$ cat config.mk
export PLATFORM = sky130hd
export DESIGN_NAME = prog_delay_line_flat
export DESIGN_NICKNAME = d
export VERILOG_FILES = /design/src/rtl/prog_delay_line_if.sv /design/src/rtl/prog_delay_line.sv /design/src/flat_wrapper.sv
export SDC_FILE = /design/constraint.sdc
export NUM_CORES = 2
export LEC_CHECK = 0
export CAP_MARGIN = 20
export CORE_MARGIN = 8
export CORE_UTILIZATION = 50
export CTS_BUF_LIST = sky130_fd_sc_hd__clkbuf_8
export DETAILED_ROUTE_END_ITERATION = 10
export PLACE_DENSITY = 0.8
export SLEW_MARGIN = 10
export SYNTH_ARGS = -nofsm -noshare
export SYNTH_HDL_FRONTEND = slang
export SYNTH_SLANG_ARGS = --single-unit
export TNS_END_PERCENT = 5
$ cat constraint.sdc
create_clock -name clk -period 4.7 [get_ports clk]
set_input_delay 0.94 -clock clk [delete_from_list [all_inputs] [get_ports clk]]
set_output_delay 0.94 -clock clk [all_outputs]
set_load 0.03 [all_outputs]
$ cat src/rtl/prog_delay_line_if.sv
// Bundle of config, input stream and delayed output stream for prog_delay_line.
// Latency: none, wires only.
// Backpressure: none; clk_en is the single advance qualifier for the whole block.
interface prog_delay_line_if #(
  parameter int DW    = 16,
  parameter int CH    = 4,
  parameter int MAX_L = 32
) ();
  localparam int LW = $clog2(MAX_L + 1);

  logic                   clk_en;
  logic                   cfg_load;
  logic [LW-1:0]          cfg_len;
  logic                   s_valid;
  logic [CH-1:0][DW-1:0]  s_data;
  logic                   d_valid;
  logic [CH-1:0][DW-1:0]  d_data;
  logic                   busy;
  logic [LW-1:0]          len_cur;

  // Producer/consumer side: drives stream and config, observes delayed stream.
  modport master (
    output clk_en, cfg_load, cfg_len, s_valid, s_data,
    input  d_valid, d_data, busy, len_cur
  );

  // Delay line side.
  modport slave (
    input  clk_en, cfg_load, cfg_len, s_valid, s_data,
    output d_valid, d_data, busy, len_cur
  );
endinterface

$ cat src/rtl/prog_delay_line.sv
// Runtime-programmable multi-channel delay line built on a circular buffer.
// Latency: len_cur enabled clocks from s_* to d_*; the read port is combinational off storage.
// Backpressure: none; clk_en freezes everything except cfg_load. Macro DELAY_MASK_INVALID_EN zeroes d_data while invalid.
module prog_delay_line #(
  parameter int DW     = 16,
  parameter int CH     = 4,
  parameter int MAX_L  = 32,
  parameter int INIT_L = 4
) (
  input  logic              clk,
  input  logic              rst,
  prog_delay_line_if.slave  io
);
  localparam int LW = $clog2(MAX_L + 1);
  localparam int PW = (MAX_L > 1) ? $clog2(MAX_L) : 1;

  typedef logic [CH-1:0][DW-1:0] dat_t;
  typedef enum logic {FILL, RUN} state_t;

  dat_t             data_mem_q [MAX_L];
  logic [MAX_L-1:0] vld_q, vld_d;
  logic [PW-1:0]    wptr_q, wptr_d;
  logic [LW-1:0]    len_q, len_d;
  logic [LW-1:0]    fill_q, fill_d;
  state_t           state_q, state_d;
  logic [LW-1:0]    len_clamp;
  logic [LW-1:0]    wptr_w;
  logic [LW-1:0]    rd_w;
  logic [PW-1:0]    rd_idx;

  // Requested delay forced into the legal 1..MAX_L range.
  always_comb begin
    len_clamp = io.cfg_len;
    if (io.cfg_len == '0) begin
      len_clamp = LW'(1);
    end else if (io.cfg_len > LW'(MAX_L)) begin
      len_clamp = LW'(MAX_L);
    end
  end

  // Next-state for tags, write pointer, active length, fill counter and refill state.
  always_comb begin
    vld_d  = vld_q;
    wptr_d = wptr_q;
    len_d  = len_q;
    fill_d = fill_q;
    if (io.cfg_load) begin
      // Old tags no longer line up with the new length; data itself can stay.
      vld_d  = '0;
      len_d  = len_clamp;
      fill_d = io.clk_en ? LW'(1) : '0;
    end else if (io.clk_en && (fill_q < LW'(MAX_L))) begin
      fill_d = fill_q + LW'(1);
    end
    if (io.clk_en) begin
      // Applied after the clear so a coinciding write keeps its own tag.
      vld_d[wptr_q] = io.s_valid;
      wptr_d = (wptr_q == PW'(MAX_L - 1)) ? '0 : wptr_q + PW'(1);
    end
    // Evaluated on the new values so len=1 with a same-edge write leaves FILL immediately.
    state_d = (fill_d >= len_d) ? RUN : FILL;
  end

  // Control registers and refill FSM; reset wins over cfg_load and clk_en.
  always_ff @(posedge clk) begin
    if (rst) begin
      vld_q   <= '0;
      wptr_q  <= '0;
      len_q   <= LW'(INIT_L);
      fill_q  <= '0;
      state_q <= FILL;
    end else begin
      vld_q   <= vld_d;
      wptr_q  <= wptr_d;
      len_q   <= len_d;
      fill_q  <= fill_d;
      state_q <= state_d;
    end
  end

  // Data storage: plain write port, no reset, so it can map onto a RAM.
  always_ff @(posedge clk) begin
    if (!rst && io.clk_en) begin
      data_mem_q[wptr_q] <= io.s_data;
    end
  end

  // Read slot is (wptr - len) mod MAX_L; len=MAX_L reads the slot about to be overwritten.
  always_comb begin
    wptr_w = LW'(wptr_q);
    if (wptr_w >= len_q) begin
      rd_w = wptr_w - len_q;
    end else begin
      rd_w = wptr_w + LW'(MAX_L) - len_q;
    end
    rd_idx = PW'(rd_w);
  end

  assign io.d_valid = vld_q[rd_idx];
  assign io.busy    = (state_q == FILL);
  assign io.len_cur = len_q;

`ifdef DELAY_MASK_INVALID_EN
  assign io.d_data = vld_q[rd_idx] ? data_mem_q[rd_idx] : '0;
`else
  assign io.d_data = data_mem_q[rd_idx];
`endif

endmodule

$ cat src/flat_wrapper.sv
// flat-port wrapper written by rule: the top's interface ports become plain ports
module prog_delay_line_flat 
#(
  parameter int DW     = 16,
  parameter int CH     = 4,
  parameter int MAX_L  = 32,
  parameter int INIT_L = 4
)
  (clk, rst, io_clk_en, io_cfg_load, io_cfg_len, io_s_valid, io_s_data, io_d_valid, io_d_data, io_busy, io_len_cur);
  prog_delay_line_if #(.DW(DW), .CH(CH), .MAX_L(MAX_L)) io_i ();
  input  logic clk;
  input  logic rst;
  input wire logic [$bits(io_i.clk_en)-1:0] io_clk_en;
  input wire logic [$bits(io_i.cfg_load)-1:0] io_cfg_load;
  input wire logic [$bits(io_i.cfg_len)-1:0] io_cfg_len;
  input wire logic [$bits(io_i.s_valid)-1:0] io_s_valid;
  input wire logic [$bits(io_i.s_data)-1:0] io_s_data;
  output wire logic [$bits(io_i.d_valid)-1:0] io_d_valid;
  output wire logic [$bits(io_i.d_data)-1:0] io_d_data;
  output wire logic [$bits(io_i.busy)-1:0] io_busy;
  output wire logic [$bits(io_i.len_cur)-1:0] io_len_cur;
  assign io_i.clk_en = io_clk_en;
  assign io_i.cfg_load = io_cfg_load;
  assign io_i.cfg_len = io_cfg_len;
  assign io_i.s_valid = io_s_valid;
  assign io_i.s_data = io_s_data;
  assign io_d_valid = io_i.d_valid;
  assign io_d_data = io_i.d_data;
  assign io_busy = io_i.busy;
  assign io_len_cur = io_i.len_cur;
  prog_delay_line #(.DW(DW), .CH(CH), .MAX_L(MAX_L), .INIT_L(INIT_L)) u_core (.clk(clk), .rst(rst), .io(io_i));
endmodule
# Word level (Yosys, flattened, before mapping)
# Memory sizes are Yosys's and may differ from the RTL's.
# Cells that the tools add are included.
classes:
  addsub: 5
  magnitude_cmp: 7
  eq_ne: 1
  n_mux: 18
  bitwise: 1
  n_reduce_logical: 5
ops:
  columns: ["op", "count"]
  rows:
  - ["32-bit two-way mux", 2]
  - ["32-bit bitwise mux", 1]
  - ["6-bit two-way mux", 5]
  - ["5-bit by 6-bit less-than comparator with 1-bit output (second input constant)", 2]
  - ["5-bit by 1-bit adder with 5-bit output (second input constant)", 2]
  - ["5-bit two-way mux", 2]
  - ["5-bit subtractor", 2]
  - ["6-bit by 1-bit adder with 6-bit output (second input constant)", 1]
  - ["5-bit by 6-bit >= comparator with 1-bit output", 1]
  - ["6-bit >= comparator", 1]
  - ["6-bit greater-than comparator (second input constant)", 1]
  - ["6-bit zero test", 1]
  - ["6-bit less-than comparator (second input constant)", 1]
  - ["1-bit two-way mux", 6]
  - ["1-bit binary-select mux with 5-bit select", 1]
  - ["1-bit demux with 5-bit select", 1]
  - ["5-bit equality test (second input constant)", 1]
  - ["5-bit by 1-bit >= comparator with 1-bit output (second input constant)", 1]
  - ["1-bit logical AND", 3]
  - ["1-bit zero test", 1]
  - ["1-bit NOT", 1]
word_totals:
  ff_bits: 50
  ram_bits: 2048
  input_bits: 75
  output_inout_bits: 72
  elab_cells: 43
  n_memories: 1
memory_table:
  columns: ["memory", "depth", "word_bits", "rd", "rd_ports_with_merged_regs", "wr", "line", "rtl"]
  rows:
  - ["u_core.data_mem_q", 32, 64, 1, 0, 1, "prog_delay_line.sv:20", "dat_t data_mem_q [MAX_L];"]

# Depth between registers and ports, before layout
logic_depth:
  ltp_word: 6
  mapped_depth: 13
  ltp_nobuf: 10

# Worst setup path after synthesis
# OpenSTA, ideal clock, no wires.
synth_path:
  kind: "input to register"
  startpoint: "input port io_clk_en"
  endpoint: "memory u_core.data_mem_q[28][0] (netlist bit), enable pin"
  setup_ns: 0.487
  t_arrival_ns: 4.598
  required_time_ns: 4.213
  slack_ns: -0.385
  cell_stages: 5
  n_path_buf: 2
  path_cell_list: "buf_1 > nand2_1 > or2_2 > clkbuf_1 > nor2_1"
synth_via:
  elab_chain_len: 3
synth_lines:
  columns: ["item", "line", "rtl"]
  rows:
  - ["from (decl)", "flat_wrapper.sv:13", "input wire logic [$bits(io_i.clk_en)-1:0] io_clk_en;"]
  - ["1-bit logical AND", "prog_delay_line.sv:83", "if (!rst && io.clk_en) begin"]
  - ["1-bit two-way mux", "prog_delay_line.sv:83", null]
  - ["1-bit two-way mux (not written as such)", "prog_delay_line.sv:84", "data_mem_q[wptr_q] <= io.s_data;"]
  - ["to (decl)", "prog_delay_line.sv:20", null]
# No other way between the ends.

# Final worst setup path
layout_path:
  startpoint: "register u_core.wptr_q[0]"
  endpoint: "output port io_d_data[24]"
layout_via:
  elab_chain_len: 4
  word_cells_on_any_way: 6
  classes_between: "add/sub: 3; order compare: 1; mux: 1; memory: 1"
layout_lines:
  columns: ["item", "line", "rtl"]
  rows:
  - ["from (decl)", "prog_delay_line.sv:22", "logic [PW-1:0] wptr_q, wptr_d;"]
  - ["from (signal assigned)", "prog_delay_line.sv:74", "wptr_q <= wptr_d;"]
  - ["5-bit by 1-bit adder with 5-bit output", "prog_delay_line.sv:94", "rd_w = wptr_w + LW'(MAX_L) - len_q;"]
  - ["5-bit subtractor", "prog_delay_line.sv:94", null]
  - ["5-bit two-way mux (*)", "prog_delay_line.sv:91", "if (wptr_w >= len_q) begin"]
  - ["memory read 32 x 64 bit (*)", null, null]
  - ["to (decl)", "flat_wrapper.sv:19", "output wire logic [$bits(io_i.d_data)-1:0] io_d_data;"]
# Mark *: on every way between the ends. The rest lies on a longest branch, timed or not.

==> metrics.md <==
| Metric | Value |
|---|---|
| Fin crit share | 112% |
| Startpoint Class | flop |
| Final hold violations | 0 |
| Peak supply drop | 231 uV |
| TritonCTS buffer count | roughly 330 |
| Worst slew margin | a little over a quarter |
| Endpoints failing setup | 65 |
| Gr ovfl total | 0 |
| Crit end category | primary output |
| Most frequent cells in the layout | edfxtp_1 (2048), mux2i_1 (1187), nand3_1 (1041) |
| DR iter-0 viols | 6536 |
| # H-tree levels | 5 |
| Multi-input gate area | 21900 um2 |
| Vias in the first global route | around 48000 |
| Synthesized flop and latch total | 2098 |
| DP HPWL | between 100000 and 150000 um |
| Hold-critical path depth | 2 |
| Starting Density | 50.4% |
| Post-route DRC | 0 |
| Root Buffer Master | clkbuf_8 |
| First-pass GRT wire length | ~320000 um |
| Area after DPL | slightly above 90000 um2 |
| Die height | 430 um |
| Cells after Synth | between 5000 and 6000 |
| Worst Max-Slew Pin Slew | approximately 1.1 ns |
| Violated checks | negative setup slack |
| GR Layer Usage met2 | between 30% and 40% |
| Max-cap violations | 0 |
| Total GRT Usage | 22.7% |
| Pin count of the biggest net entering global routing | between 100 and 150 |
| Post-layout nets | 5734 |
| Final core occ | 58.6% |
| FF-to-FF path depth | 6 |
| Clock transition at path regs | about 0.06 ns |
| GRT busiest layer | met2 |
| Sequential area share after synthesis | 73.1% |
| Vias/cell | 6.30 |
| Ports | 147 |
| Met3 usage | 4.43% |
| DR vias | between 50000 and 60000 |
| Yosys warns | 0 |
| Arrival @ worst endpoint | around 4.3 ns |
| Final slew viol count | 0 |
| Area growth syn-to-layout | 16.2% |
| Post-Synth Adder-Cell Area | 0.258% |
| HP Class | flop to flop |
| Most common cell after layout, fill and taps aside | edfxtp_1 |
| Min cycle time layout | 5.28 ns |
| Fin worst setup slack | -0.584 ns |
| Worst-path fanout max | 6 |
| Static leakage | 0.0318 uW |
| CTS tree | built |
| Die area | 184000 um2 |
| PwrDens | 421 nW/um2 |
| Cell Area, Synth | 85500 um2 |
| Met1 usage in global routing | 29.8% |
| Critical path class | flop to primary output |
| Synth Area in Simple Gates | 9.35% |
| Ys flop type | edfxtp_1 |
| DP Cell Count | 7437 |
| Cell variety after synth | 38 |
| Pwr Total | 41800 uW |
| Layout Cells excl Fill | 8094 |
| Detailed Route WL | 228000 um |
| Req. time, crit path | 3.76 ns |
| Setup TNS after final layout | -29.26 ns |
| Share of synthesized area spent on multiplexers | 14.5% |
| Outcome | complete, but fails checks |
| IO Port Bufs | 146 |
| RePlAce Congestion | 0.777 |
| TritonRoute pass-1 iters | 6 |
| Initial antenna violation count | 20 |
| Synth Area in XOR/XNOR | 0.0819% |
| Hold-fix buffers at CTS | 0 |
| Filler Cell Count | 11900 |
| Mean Syn Cell Area | 16.2 um2 |
| Syn nets | around 5400 |
| Post-synth ARST share | 0% |
| Complex-gate fraction of the synthesized area | 0.676% |
| Clock sink total | 2098 |
| Routed Antenna Nets | 0 |
| Row count | 151 |
| Worst Clk Skew | between 0.07 and 0.08 ns |
| Placeable Area | 170000 um2 |
| Post-synth EDFFs | around 2000 |
| Bufs on Longest Clock Path | 4 |
| Die Wd | approximately 430 um |
| Post-route cell area | 99300 um2 |
| RSZ-0062 raised after global routing | yes |
| Share of post-route cells with drive strength above 1 | 14.3% |
| WL per Instance | roughly 28 um |
| Clock latency on the worst-skew pair | roughly 1 ns |
| Register area | 62500 um2 |
| F_max | ~0.19 GHz |
| Largest family of logic cells by synthesized area | multiplexers |
## routing by layer
metal	routed length [um]	up-vias
met5	59	-
met4	9750	10
met3	23800	610
met2	110000	3296
met1	84700	25500
li1	-	21600
## kinds of logic (layout without fill, tap and decap cells)
group | Yosys count | after routing
other | 0 | 8
xor gates and xnor gates | 8 | 8
buffers and inverters | 407 | 1002
DFF | 2098 | 2098
and+or+nand+nor | 1417 | 1417
adders and majority gates | 17 | 17
AOI/OAI and AO/OA | 85 | 85
muxes | 1241 | 1241
## stage by stage
stage | setup slack [ns] | hold WS, ns
after floorplan | -0.385 | 0.463
after global placement | 0.204 | 0.474
after detailed placement | 0.175 | 0.487
after CTS | -0.620 | 0.495
after global routing | -0.751 | 0.513
final | -0.584 | 0.495
## cells in the mapped netlist (all sizes together) (5+ instances only)
| cell type | n | area, um2 |
|---|---|---|
| edfxtp | 2048 | 61500 |
| mux2i | 1240 | 12400 |
| nand3 | 1041 | 5210 |
| and4 | 258 | 2260 |
| clkbuf | 210 | 788 |
| buf | 187 | 888 |
| nor2 | 67 | 251 |
| dfxtp | 50 | 1000 |
| o211ai | 32 | 240 |
| nand2 | 21 | 78.8 |
| a21oi | 19 | 95.1 |
| o31ai | 19 | 143 |
| ha | 16 | 200 |
| inv | 9 | 33.8 |
| xor2 | 6 | 52.6 |
| nor3 | 5 | 25.0 |
| o21ai | 5 | 25.0 |
## worst paths after layout
path                                       start                        to  slack, ns
worst max-delay path            u_core.wptr_q[0]             io_d_data[24]      -0.58
worst min-delay path            u_core.vld_q[15]          u_core.vld_q[15]       0.50
worst max register to register  u_core.wptr_q[1]  u_core.data_mem_q[1][32]       1.68
worst min register to register  u_core.vld_q[15]          u_core.vld_q[15]       0.50
## sequential cells by signal (all words and copies together) (netlist names)
name,flops
u_core.vld_q,32
u_core.io.len_cur,6
u_core.wptr_q,5
u_core.fill_q,6
u_core.data_mem_q,2048
u_core.state_q,1
## power by group
| group | switching [uW] | leakage, uW | internal, uW | total (uW) |
|---|---|---|---|---|
| combinational | 4210 | 0.00966 | 3160 | 7370 |
| clock | 6810 | 0.00330 | 7030 | 13800 |
| sequential | 21.3 | 0.0188 | 20600 | 20600 |
| total | 11000 | 0.0318 | 30800 | 41800 |
## critical path, stage by stage, from the launching register on
cell	delay, ns
dfxtp_4	0.35
inv_4	0.06
ha_4	0.11
inv_2	0.04
fa_4	0.97
buf_6	0.14
buf_12	0.14
buf_6	0.17
buf_6	0.16
mux2i_1	0.24
nand3_1	0.10
and4_1	0.27
mux2i_1	0.18
mux2i_1	0.12
buf_4	0.18
buf_12	0.14
## cell type report
cell class,count,share of cell area [%]
well taps,2218,2.79
clock buffers,339,4.70
flip-flops and latches,2098,62.9
inverters,10,0.0479
repair buffers,433,6.44
diodes,8,0.0202
multi-input cells,2768,22.0
clock inverters,220,1.08
## repair_timing
item                       CTS  global route
resized for setup           71           101
setup buffers               20            24
pin swaps                   22            18
gates cloned                 9            38
setup endpoints to repair   65            65
(Power assumes the default switching activity.)
